===== src/rtl/fmadd_pn_pkg.sv =====
// Shared configuration, derived widths and stage-1 payload for the FMADD post-normaliser.
// The format (MAN/EXP/TAG_W) is selected here; every other width is derived from it.
package fmadd_pn_pkg;

  localparam int unsigned MAN   = 22;
  localparam int unsigned EXP   = 7;
  localparam int unsigned TAG_W = 4;

  localparam int unsigned W     = 2 * MAN + 4;
  localparam int unsigned H     = MAN + 2;
  localparam int unsigned EW    = EXP + 2;
  localparam int unsigned EMAX  = (1 << (EXP + 1)) - 1;
  localparam int unsigned LZC_W = $clog2(H + 1);

  typedef struct packed {
    logic [W-1:0]     mant;    // mantissa after the first partial shift
    logic [EW-1:0]    exp;     // exponent after the first partial shift
    logic [EW-1:0]    rem;     // shift budget still available to stage 2
    logic             sub;
    logic             zero;
    logic             sticky;  // incoming G/R/S plus any dropped carry bit
    logic [TAG_W-1:0] tag;
  } s1_payload_t;

  function automatic logic [EW-1:0] min_ew(input logic [EW-1:0] a, input logic [EW-1:0] b);
    return (a < b) ? a : b;
  endfunction

endpackage


===== src/rtl/fpu_lzc.sv =====
// Leading-zero counter; returns WIDTH for an all-zero input.
module fpu_lzc #(
  parameter int unsigned WIDTH = 24,
  parameter int unsigned CNT_W = $clog2(WIDTH + 1)
) (
  input  logic [WIDTH-1:0] i_data,
  output logic [CNT_W-1:0] o_count
);

  logic w_found;

  always_comb begin
    o_count = CNT_W'(WIDTH);
    w_found = 1'b0;
    for (int i = WIDTH - 1; i >= 0; i--) begin
      if (!w_found && i_data[i]) begin
        o_count = CNT_W'(WIDTH - 1 - i);
        w_found = 1'b1;
      end
    end
  end

endmodule


===== src/rtl/fmadd_post_norm_pipe.sv =====
// Two-stage valid/ready post-normaliser: stage 1 does a coarse shift (or carry
// handling), stage 2 finishes the shift and extracts mantissa, G/R/S and flags.
module fmadd_post_norm_pipe
  import fmadd_pn_pkg::*;
(
  input  logic             clk,
  input  logic             rst,
  input  logic             flush,
  input  logic             in_valid,
  output logic             in_ready,
  input  logic [W-1:0]     in_mant,
  input  logic [EW-1:0]    in_exp,
  input  logic             in_carry,
  input  logic             in_eff_sub,
  input  logic             in_guard,
  input  logic             in_round,
  input  logic             in_sticky,
  input  logic [TAG_W-1:0] in_tag,
  output logic             out_valid,
  input  logic             out_ready,
  output logic [H-1:0]     out_mant,
  output logic [EW-1:0]    out_exp,
  output logic             out_guard,
  output logic             out_round,
  output logic             out_sticky,
  output logic             out_zero,
  output logic             out_denorm,
  output logic             out_ovf,
  output logic [TAG_W-1:0] out_tag
);

  logic             r_v1, r_v2;
  logic             w_adv1, w_adv2;
  s1_payload_t      r_s1, w_s1_d;
  logic [LZC_W-1:0] w_lz1, w_lz2;
  logic [EW-1:0]    w_lim, w_sh1, w_sh2, w_e2;
  logic [W-1:0]     w_r;
  logic             w_sticky2, w_denorm2, w_ovf2;

  logic [H-1:0]     r_mant;
  logic [EW-1:0]    r_exp;
  logic             r_guard, r_round, r_sticky, r_zero, r_denorm, r_ovf;
  logic [TAG_W-1:0] r_tag;

  assign w_adv2   = !r_v2 || out_ready;
  assign w_adv1   = !r_v1 || w_adv2;
  assign in_ready = w_adv1;

  fpu_lzc #(
    .WIDTH (H),
    .CNT_W (LZC_W)
  ) u_lzc_s1 (
    .i_data  (in_mant[W-1 -: H]),
    .o_count (w_lz1)
  );

  fpu_lzc #(
    .WIDTH (H),
    .CNT_W (LZC_W)
  ) u_lzc_s2 (
    .i_data  (r_s1.mant[W-1 -: H]),
    .o_count (w_lz2)
  );

  always_comb begin
    w_s1_d = '0;
    w_lim  = (in_exp == '0) ? '0 : in_exp - EW'(1);
    w_sh1  = '0;
    if (in_eff_sub) begin
      w_sh1         = min_ew(EW'(w_lz1), w_lim);
      w_s1_d.mant   = in_mant << w_sh1;
      w_s1_d.exp    = in_exp - w_sh1;
      w_s1_d.rem    = w_lim - w_sh1;
      w_s1_d.zero   = (in_mant == '0);
      w_s1_d.sticky = in_guard | in_round | in_sticky;
    end else if (in_carry) begin
      // Carry-out becomes the new MSB; the bit pushed out the bottom folds into sticky.
      w_s1_d.mant   = {1'b1, in_mant[W-1:1]};
      w_s1_d.exp    = in_exp + EW'(1);
      w_s1_d.sticky = in_guard | in_round | in_sticky | in_mant[0];
    end else begin
      w_s1_d.mant   = in_mant;
      w_s1_d.exp    = in_exp;
      w_s1_d.sticky = in_guard | in_round | in_sticky;
    end
    w_s1_d.sub = in_eff_sub;
    w_s1_d.tag = in_tag;
  end

  // rem is zero for the add lane and after a limited stage-1 shift, so stage 2 is a no-op there.
  always_comb begin
    w_sh2     = min_ew(EW'(w_lz2), r_s1.rem);
    w_r       = r_s1.mant << w_sh2;
    w_e2      = r_s1.zero ? '0 : r_s1.exp - w_sh2;
    w_sticky2 = (|w_r[MAN-1:0]) | r_s1.sticky;
    w_denorm2 = r_s1.sub && !r_s1.zero && !w_r[W-1];
    w_ovf2    = (w_e2 >= EW'(EMAX));
  end

  always_ff @(posedge clk or posedge rst) begin
    if (rst) begin
      r_v1     <= 1'b0;
      r_v2     <= 1'b0;
      r_s1     <= '0;
      r_mant   <= '0;
      r_exp    <= '0;
      r_guard  <= 1'b0;
      r_round  <= 1'b0;
      r_sticky <= 1'b0;
      r_zero   <= 1'b0;
      r_denorm <= 1'b0;
      r_ovf    <= 1'b0;
      r_tag    <= '0;
    end else begin
      if (flush) begin
        r_v1 <= 1'b0;
        r_v2 <= 1'b0;
      end else begin
        if (w_adv1) r_v1 <= in_valid;
        if (w_adv2) r_v2 <= r_v1;
      end
      if (w_adv1 && in_valid && !flush) r_s1 <= w_s1_d;
      if (w_adv2 && r_v1 && !flush) begin
        r_mant   <= w_r[W-1 -: H];
        r_exp    <= w_e2;
        r_guard  <= w_r[MAN+1];
        r_round  <= w_r[MAN];
        r_sticky <= w_sticky2;
        r_zero   <= r_s1.zero;
        r_denorm <= w_denorm2;
        r_ovf    <= w_ovf2;
        r_tag    <= r_s1.tag;
      end
    end
  end

  assign out_valid  = r_v2;
  assign out_mant   = r_mant;
  assign out_exp    = r_exp;
  assign out_guard  = r_guard;
  assign out_round  = r_round;
  assign out_sticky = r_sticky;
  assign out_zero   = r_zero;
  assign out_denorm = r_denorm;
  assign out_ovf    = r_ovf;
  assign out_tag    = r_tag;

endmodule

===== config.mk =====
export PLATFORM = sky130hd
export DESIGN_NAME = fmadd_post_norm_pipe
export DESIGN_NICKNAME = d
export VERILOG_FILES = /design/src/rtl/fmadd_pn_pkg.sv /design/src/rtl/fpu_lzc.sv /design/src/rtl/fmadd_post_norm_pipe.sv
export SDC_FILE = /design/constraint.sdc
export NUM_CORES = 1
export LEC_CHECK = 0
export ABC_AREA = 1
export CORE_MARGIN = 3
export CORE_UTILIZATION = 35
export DETAILED_ROUTE_END_ITERATION = 10
export PLACE_DENSITY_LB_ADDON = 0.15
export SETUP_SLACK_MARGIN = 0.2
export SLEW_MARGIN = 15
export SYNTH_ARGS = -nofsm -noshare
export SYNTH_HDL_FRONTEND = slang
export SYNTH_HIERARCHICAL = 1
export SYNTH_SLANG_ARGS = --single-unit

===== constraint.sdc =====
create_clock -name clk -period 5.3 [get_ports clk]
set_input_delay 1.06 -clock clk [delete_from_list [all_inputs] [get_ports clk]]
set_output_delay 1.06 -clock clk [all_outputs]
set_load 0.02 [all_outputs]

## Yosys cells after proc, flatten, opt, wreduce, memory -nomap -nowiden

Index checks and enable logic that the tools add are counted.

- Divide/modulo/power cells: 0
- Add/subtract/negate cells: 5
- Eq/ne operators: 0
- Order comparisons: 3
- Shift-type cells: 2
- Mux-type cells: 108
- Bitwise operators: 4
- Multipliers: 0
- Reductions and logical operators: 110

Operators by type and width:

| cell | count |
|---|---|
| $mux 5 | 48 |
| $mux 57 | 2 |
| $shl 48x9->48 | 2 |
| $mux 1 | 53 |
| $logic_and 1x1->1 | 52 |
| $logic_not 1->1 | 51 |
| $logic_not 48->1 | 1 |
| $mux 9 | 5 |
| $sub 9x9->9 | 3 |
| $reduce_or 22->1 | 1 |
| $lt 5x9->1 | 2 |
| $add 9x1->9 const B | 1 |
| $ge 9x8->1 const B | 1 |
| $logic_not 9->1 | 1 |
| $sub 9x1->9 const B | 1 |
| $or 1x1->1 | 4 |
| $reduce_bool 2->1 | 2 |
| $logic_or 1x1->1 | 2 |

- Bits in read-only memories: 0
- Flip-flop bits (word level): 118
- Bits in latches: 0
- RAM bits: 0
- Memories kept: 0
- Word-level logic and storage cells: 250
- Output and inout port bits: 45

## Logic depth before layout (Yosys ltp)

- Depth in word-level cells: 75
- Mapped depth: 38
- Depth with buffers taken out: 36

## Hierarchy

Netlist, hierarchy kept.

Modules (own cells, without submodules):

| module | seq. area each (um2) | cells an instance | instances | area each (um2) |
|---|---|---|---|---|
| fmadd_post_norm_pipe | 2952.8 | 2068 | 1 | 12340.6 |
| fpu_lzc | 0.0 | 81 | 2 | 426.7 |

## Least setup slack after synthesis

Ideal clock, no wire load.

- Path type: input -> register
- Start point: in in_mant[44]
- End point: reg r_s1[23] (netlist name)
- Setup slack: 0.176 ns
- Data arrival time: 4.986 ns
- Stages: 37
- Path buffers: 2
- Library setup time: 0.138 ns
- Path through: nor2_2 nand2_1 nor2_1 nand4_1 nor2_1 nand4_1 nor2_2 nand4_2 nor2_2 nand3_1 nor2_1 o41ai_1 nand2_1 ha_1 a21oi_1 nor2_1 a211oi_1 nand2_1 nand2_2 buf_6 nand2_1 o21ai_2 inv_2 buf_2 ha_1 nand3_1 and2_1 nor2_1 o21ai_0 nand2_1 inv_1 nor2_1 nor2_1 o21bai_1 a21oi_1 o21ai_0 a31oi_1

- Word-level cells in the longest chain between the ends: 66

Ends and longest elaborated chain:

| element | line | RTL |
|---|---|---|
| start, declared | fmadd_post_norm_pipe.sv:11 | `input logic [W-1:0] in_mant,` |
| $logic_and 1x1->1 (*) | fpu_lzc.sv:16 | `if (!w_found && i_data[i]) begin` |
| $mux 1 | fpu_lzc.sv:16 |  |
| $logic_not 1->1 | fpu_lzc.sv:16 |  |
| $logic_and 1x1->1 | fpu_lzc.sv:16 |  |
| $mux 1 | fpu_lzc.sv:16 |  |
| $logic_not 1->1 | fpu_lzc.sv:16 |  |
| $logic_and 1x1->1 | fpu_lzc.sv:16 |  |
| $mux 1 | fpu_lzc.sv:16 |  |
| [51 not listed] | n/a |  |
| $logic_not 1->1 | fpu_lzc.sv:16 |  |
| $logic_and 1x1->1 | fpu_lzc.sv:16 |  |
| $mux 5 (*) | fpu_lzc.sv:16 |  |
| net w_lz1[2] | fmadd_post_norm_pipe.sv:35 | `logic [LZC_W-1:0] w_lz1, w_lz2;` |
| $lt 5x9->1 | fmadd_pn_pkg.sv:26 | `return (a < b) ? a : b;` |
| $mux 9 (*) | fmadd_pn_pkg.sv:26 |  |
| $sub 9x9->9 (*) | fmadd_post_norm_pipe.sv:72 | `w_s1_d.exp = in_exp - w_sh1;` |
| $mux 57 (*) | fmadd_post_norm_pipe.sv:69 | `if (in_eff_sub) begin` |
| end signal, assigned | fmadd_post_norm_pipe.sv:122 | `if (w_adv1 && in_valid && !flush) r_s1 <= w_s1_d;` |
| end, declared | fmadd_post_norm_pipe.sv:34 | `s1_payload_t r_s1, w_s1_d;` |

The timed path passes the listed nets; every way through them passes the cells marked *.
A chain may end at the register's enable or synchronous reset.

## Worst setup path in the final report

- Start point: in in_mant[46]
- End point: reg r_s1[23] (netlist name)

- Word-level cells in the longest chain between the ends: 72

Ends and longest elaborated chain:

| element | line |
|---|---|
| $logic_and 1x1->1 (*) | fpu_lzc.sv:16 |
| $mux 1 | fpu_lzc.sv:16 |
| $logic_not 1->1 | fpu_lzc.sv:16 |
| $logic_and 1x1->1 | fpu_lzc.sv:16 |
| $mux 1 | fpu_lzc.sv:16 |
| $logic_not 1->1 | fpu_lzc.sv:16 |
| $logic_and 1x1->1 | fpu_lzc.sv:16 |
| $mux 1 | fpu_lzc.sv:16 |
| [57 not listed] | n/a |
| $logic_not 1->1 | fpu_lzc.sv:16 |
| $logic_and 1x1->1 | fpu_lzc.sv:16 |
| $mux 5 (*) | fpu_lzc.sv:16 |
| net w_lz1[3] | fmadd_post_norm_pipe.sv:35 |
| $lt 5x9->1 | fmadd_pn_pkg.sv:26 |
| $mux 9 (*) | fmadd_pn_pkg.sv:26 |
| $sub 9x9->9 (*) | fmadd_post_norm_pipe.sv:72 |
| $mux 57 (*) | fmadd_post_norm_pipe.sv:69 |

Marked as above.

==> metrics.txt <==
# TYPE chip_impl_metric gauge
chip_impl_metric{name="measured_slew_at_the_worst_slew_check_pin",unit="ps"} 794.4
chip_impl_metric{name="grt_overflow_total",unit=""} 0
chip_impl_metric{name="vdd_drop_max",unit="mV"} 0.2220
chip_impl_info{name="ys_dominant_reg_cell",value="sky130_fd_sc_hd__dfrtp_1"} 1
chip_impl_metric{name="p_sw",unit="W"} 0.002144
chip_impl_metric{name="dieHeight",unit="um"} 200.2
chip_impl_metric{name="finalCriticalPeriod",unit="ps"} 5027
chip_impl_metric{name="remaining_max_slew_budget_at_the_tightest_pin",unit=""} 0.4698
chip_impl_info{name="clock-root-buffer",value="sky130_fd_sc_hd__clkbuf_16"} 1
chip_impl_metric{name="power.leakage",unit="nW"} 8.004
chip_impl_metric{name="netlist_area",unit="um2"} 13190
chip_impl_metric{name="max_cap_violations",unit=""} 0
chip_impl_metric{name="grtUsageMet2",unit=""} 0.3505
chip_impl_metric{name="total_via_count_after_detailed_routing",unit=""} 15890
chip_impl_metric{name="grt_first_pass_wirelength",unit="mm"} 79.09
chip_impl_info{name="startpoint_class_of_the_critical_path",value="primary input"} 1
chip_impl_metric{name="detailedRoute.firstIterationViolations",unit=""} 1609
chip_impl_metric{name="layout-drive-gt1-share",unit=""} 0.1322
chip_impl_metric{name="post-route-drc-count",unit=""} 0
chip_impl_info{name="tritoncts_clock_tree",value="built"} 1
chip_impl_metric{name="power_frac_comb",unit=""} 0.509
chip_impl_metric{name="layout.nets",unit=""} 2495
chip_impl_info{name="crit-reg2reg-launch",value="r_s1[71]"} 1
chip_impl_metric{name="clock_latency",unit="ps"} 430
chip_impl_info{name="setup_repair_after_global_routing_missed_its_margin",value="true"} 1
chip_impl_metric{name="cellInternalPower",unit="W"} 0.002828
chip_impl_metric{name="antenna_violating_nets_post_route",unit=""} 0
chip_impl_metric{name="post_drt_wl_per_cell",unit="um"} 17.27
chip_impl_metric{name="period_share",unit=""} 0.9485
chip_impl_metric{name="number_of_vias_per_cell_after_detailed_routing",unit=""} 5.461
chip_impl_info{name="critPathLaunch",value="in_mant[46]"} 1
chip_impl_metric{name="htreeDepth",unit=""} 4
chip_impl_metric{name="timing.reg2reg.setup_slack",unit="ps"} 740
chip_impl_metric{name="clock-sinks",unit=""} 118
chip_impl_metric{name="largest_net_degree_at_the_start_of_global_routing",unit=""} 64
chip_impl_metric{name="gp_routability_congestion",unit=""} 0.9592
chip_impl_info{name="post-synth-top-area-cell",value="sky130_fd_sc_hd__nand3_1"} 1
chip_impl_metric{name="placedInstanceArea",unit="um2"} 15460
chip_impl_info{name="cp-endpoint",value="r_s1[23]"} 1
chip_impl_metric{name="antennaDiodeCount",unit=""} 0
chip_impl_metric{name="power_density",unit="nW/um2"} 299.9
chip_impl_metric{name="crit_required",unit="ps"} 5580
chip_impl_info{name="critPathMostFrequentCell",value="sky130_fd_sc_hd__nor2_2"} 1
chip_impl_metric{name="use_met3",unit=""} 0.03689
chip_impl_metric{name="detail_route.wirelength",unit="mm"} 50.23
chip_impl_metric{name="finalSetupViolations",unit=""} 0
chip_impl_metric{name="area_growth_syn_to_layout",unit="%"} 25.66
chip_impl_metric{name="die_x",unit="um"} 200.2
chip_impl_metric{name="final_design_area_no_fill",unit="um2"} 16580
chip_impl_metric{name="place_ws",unit="ps"} -593.4
chip_impl_metric{name="die_footprint",unit="um2"} 40060
chip_impl_metric{name="r2r.worst_path.cells",unit=""} 33
chip_impl_metric{name="critPathArrivalTime",unit="ps"} 5310
chip_impl_metric{name="yosys_register_bits",unit=""} 118
chip_impl_metric{name="tritoncts.num_buffers",unit=""} 17
chip_impl_info{name="yosys-top-cells-area",value="sky130_fd_sc_hd__nand3_1 23%, sky130_fd_sc_hd__dfrtp_1 22%, sky130_fd_sc_hd__nand2_1 15%"} 1
chip_impl_metric{name="ys_warn_count",unit=""} 6
chip_impl_metric{name="netlist-cell-type-count",unit=""} 55
chip_impl_metric{name="track_usage",unit=""} 0.2408
chip_impl_metric{name="area_fraction_of_the_dominant_cell_type_after_synthesis",unit=""} 0.2344
chip_impl_info{name="timing.hold.worst.class",value="reg2reg"} 1
chip_impl_metric{name="min_setup_slack_post_route",unit="ps"} 273.2
chip_impl_info{name="run_status",value="completed"} 1
chip_impl_metric{name="slowest_cell_delay_on_critical_path",unit="ps"} 290
chip_impl_metric{name="initial_utilization",unit=""} 0.3578
chip_impl_metric{name="placeableCoreArea",unit="um2"} 36870
chip_impl_metric{name="drt-pass1-iter-count",unit=""} 6
chip_impl_metric{name="synthCells",unit=""} 2230
chip_impl_metric{name="final.setup_skew",unit="ps"} 8.767
chip_impl_metric{name="postSynthAreaPerCell",unit="um2"} 5.917
chip_impl_info{name="global_route.peak_usage_layer",value="met1"} 1
chip_impl_metric{name="ys_seq_area_frac",unit=""} 0.2238
chip_impl_metric{name="switching_share_of_power",unit=""} 0.4313
chip_impl_metric{name="slew_viol_final",unit=""} 0
chip_impl_metric{name="clock_power_share",unit=""} 0.237
chip_impl_info{name="crit_path_top_delay_cell",value="sky130_fd_sc_hd__ha_4"} 1
chip_impl_metric{name="async_reset_ff_frac",unit=""} 1.000
chip_impl_metric{name="clk_path_buf_depth",unit=""} 2
chip_impl_metric{name="seqPwrFrac",unit=""} 0.254
chip_impl_info{name="setup.worst_path.class",value="in2reg"} 1
chip_impl_info{name="worstSetupEndpointType",value="flop"} 1
chip_impl_metric{name="core.rowCount",unit=""} 70
chip_impl_metric{name="path_clk_slew",unit="ps"} 60
chip_impl_metric{name="grt.met1_usage",unit=""} 0.3671
chip_impl_metric{name="io_buffers",unit=""} 115
chip_impl_metric{name="vias_in_the_first_global_route",unit=""} 14320
chip_impl_metric{name="synth-edff-count",unit=""} 0
chip_impl_info{name="rr_endpoint",value="out_ovf"} 1
chip_impl_metric{name="place_hpwl",unit="mm"} 39.05
chip_impl_metric{name="grt_antenna_before_repair",unit=""} 0
chip_impl_metric{name="hold_violations",unit=""} 0
chip_impl_metric{name="max_freq",unit="MHz"} 198.9
chip_impl_metric{name="num_io_pins",unit=""} 116
chip_impl_metric{name="timing.critical_path.fanout_max",unit=""} 6
-- synth_stat cells (4+ instances only) --
cell type and count:
sky130_fd_sc_hd__xor2_1 5, sky130_fd_sc_hd__ha_1 29, sky130_fd_sc_hd__nor3_1 9, sky130_fd_sc_hd__dfrtp_1 118, sky130_fd_sc_hd__nand2_1 517, sky130_fd_sc_hd__buf_4 12
sky130_fd_sc_hd__o211ai_1 26, sky130_fd_sc_hd__inv_1 235, sky130_fd_sc_hd__o21ai_2 5, sky130_fd_sc_hd__buf_2 34, sky130_fd_sc_hd__clkbuf_1 66, sky130_fd_sc_hd__nor2_2 18
sky130_fd_sc_hd__nand3_1 618, sky130_fd_sc_hd__nor2_1 115, sky130_fd_sc_hd__o41ai_1 4, sky130_fd_sc_hd__nand4_2 6, sky130_fd_sc_hd__or2_2 7, sky130_fd_sc_hd__nor4_1 11
sky130_fd_sc_hd__o21ai_0 140, sky130_fd_sc_hd__buf_6 9, sky130_fd_sc_hd__a21oi_1 85, sky130_fd_sc_hd__nand4_1 33, sky130_fd_sc_hd__o21ai_1 10, sky130_fd_sc_hd__buf_1 14
sky130_fd_sc_hd__a22oi_1 7, sky130_fd_sc_hd__inv_2 8, sky130_fd_sc_hd__a31oi_1 25, sky130_fd_sc_hd__nand3_2 5, sky130_fd_sc_hd__nand2_2 6, sky130_fd_sc_hd__o22ai_1 8
sky130_fd_sc_hd__nor2_4 4
-- power groups by stage --
stage	Clock, W	Combinational, W	Sequential, W
2_1_floorplan	0	0.00145	0.00139
3_3_place_gp	0	0.00242	0.00127
3_5_place_dp	0	0.00244	0.00128
4_1_cts	0.00120	0.00246	0.00126
5_1_grt	0.00124	0.00282	0.00129
6_report	0.00118	0.00253	0.00126
-- critical path, delay by kind of cell --
family          cells  cell delay (ps)
buf+inv             5              410
simple gates       22             2470
compound gates      8              830
fa+ha+maj           2              560
-- metal layers --
layer / up-vias / share of wire
met3: 72 / 0.069
li1: 7904 / -
met4: 0 / 0.026
met5: - / 0
met1: 7292 / 0.48
met2: 617 / 0.42
-- flip-flops by register name (all words and copies together), names as in the netlist --
signal	count
r_s1	73
out_zero	1
r_v1	1
out_sticky	1
out_guard	1
out_valid	1
out_exp	9
out_tag	4
out_mant	24
out_round	1
out_ovf	1
out_denorm	1
-- logic make-up (layout without fill, tap and decap cells) --
group,Yosys count,count (layout),synth area share
compound gates,335,335,0.1458
xor+xnor,7,7,0.004647
fa+ha+maj,32,32,0.03205
buf+inv,379,549,0.1196
flops,118,118,0.2238
mux,1,1,0.0007587
other cells,1,6,0.0002842
simple gates,1357,1357,0.4731
-- through the flow --
step	util	power [W]	hold slack (ps)	std cells	setup TNS, ps
after floorplan	-	0.002841	442.2	2235	0
after global placement	0.4192	0.003695	455.7	2853	-21670
after detailed placement	0.4192	0.003719	468.9	2853	-25400
after CTS	0.4390	0.004927	484.0	2895	0
after global routing	0.4496	0.005356	500.7	2909	-140.8
final	0.4496	0.004972	479.1	2909	0
-- worst min-delay path by stage --
stage,startpoint,to,cells past startpoint
finish,out_mant[2],out_mant[2],2
floorplan,r_s1[0],out_tag[0],2
global route,out_mant[3],out_mant[3],2
global placement,r_s1[3],out_tag[3],2
CTS,r_s1[3],out_tag[3],2
detailed placement,r_s1[3],out_tag[3],2
-- layout by cell type, fill, tap and decap left out, drive strengths merged, types with 25 or more instances in the layout --
cell type / instances
nand4: 40
inv: 242
a31oi: 25
ha: 29
clkdlybuf4s50: 106
dfrtp: 118
o21ai: 156
o211ai: 26
nand3: 623
nand2: 526
a21oi: 85
clkbuf: 27
nor2: 137
buf: 159
-- layout make-up --
| cell class | count | area, um2 |
|---|---|---|
| flip-flops and latches | 118 | 2954 |
| multi-input cells | 1738 | 9019 |
| clock buffers | 24 | 471.7 |
| fillers | 4027 | 20290 |
| inverters | 244 | 922.1 |
| well taps | 504 | 630.6 |
| clock inverters | 8 | 122.6 |
| repair buffers | 272 | 2455 |
| repair inverters | 1 | 5.005 |
-- repair_timing --
action,4_1_cts,5_1_grt
gates cloned,0,1
pin swaps,19,44
endpoints found under the setup margin,57,97
gates resized for setup,24,93
buffers inserted,10,13
hold buffers,0,0
No activity file was read; power rests on OpenSTA's default activity.
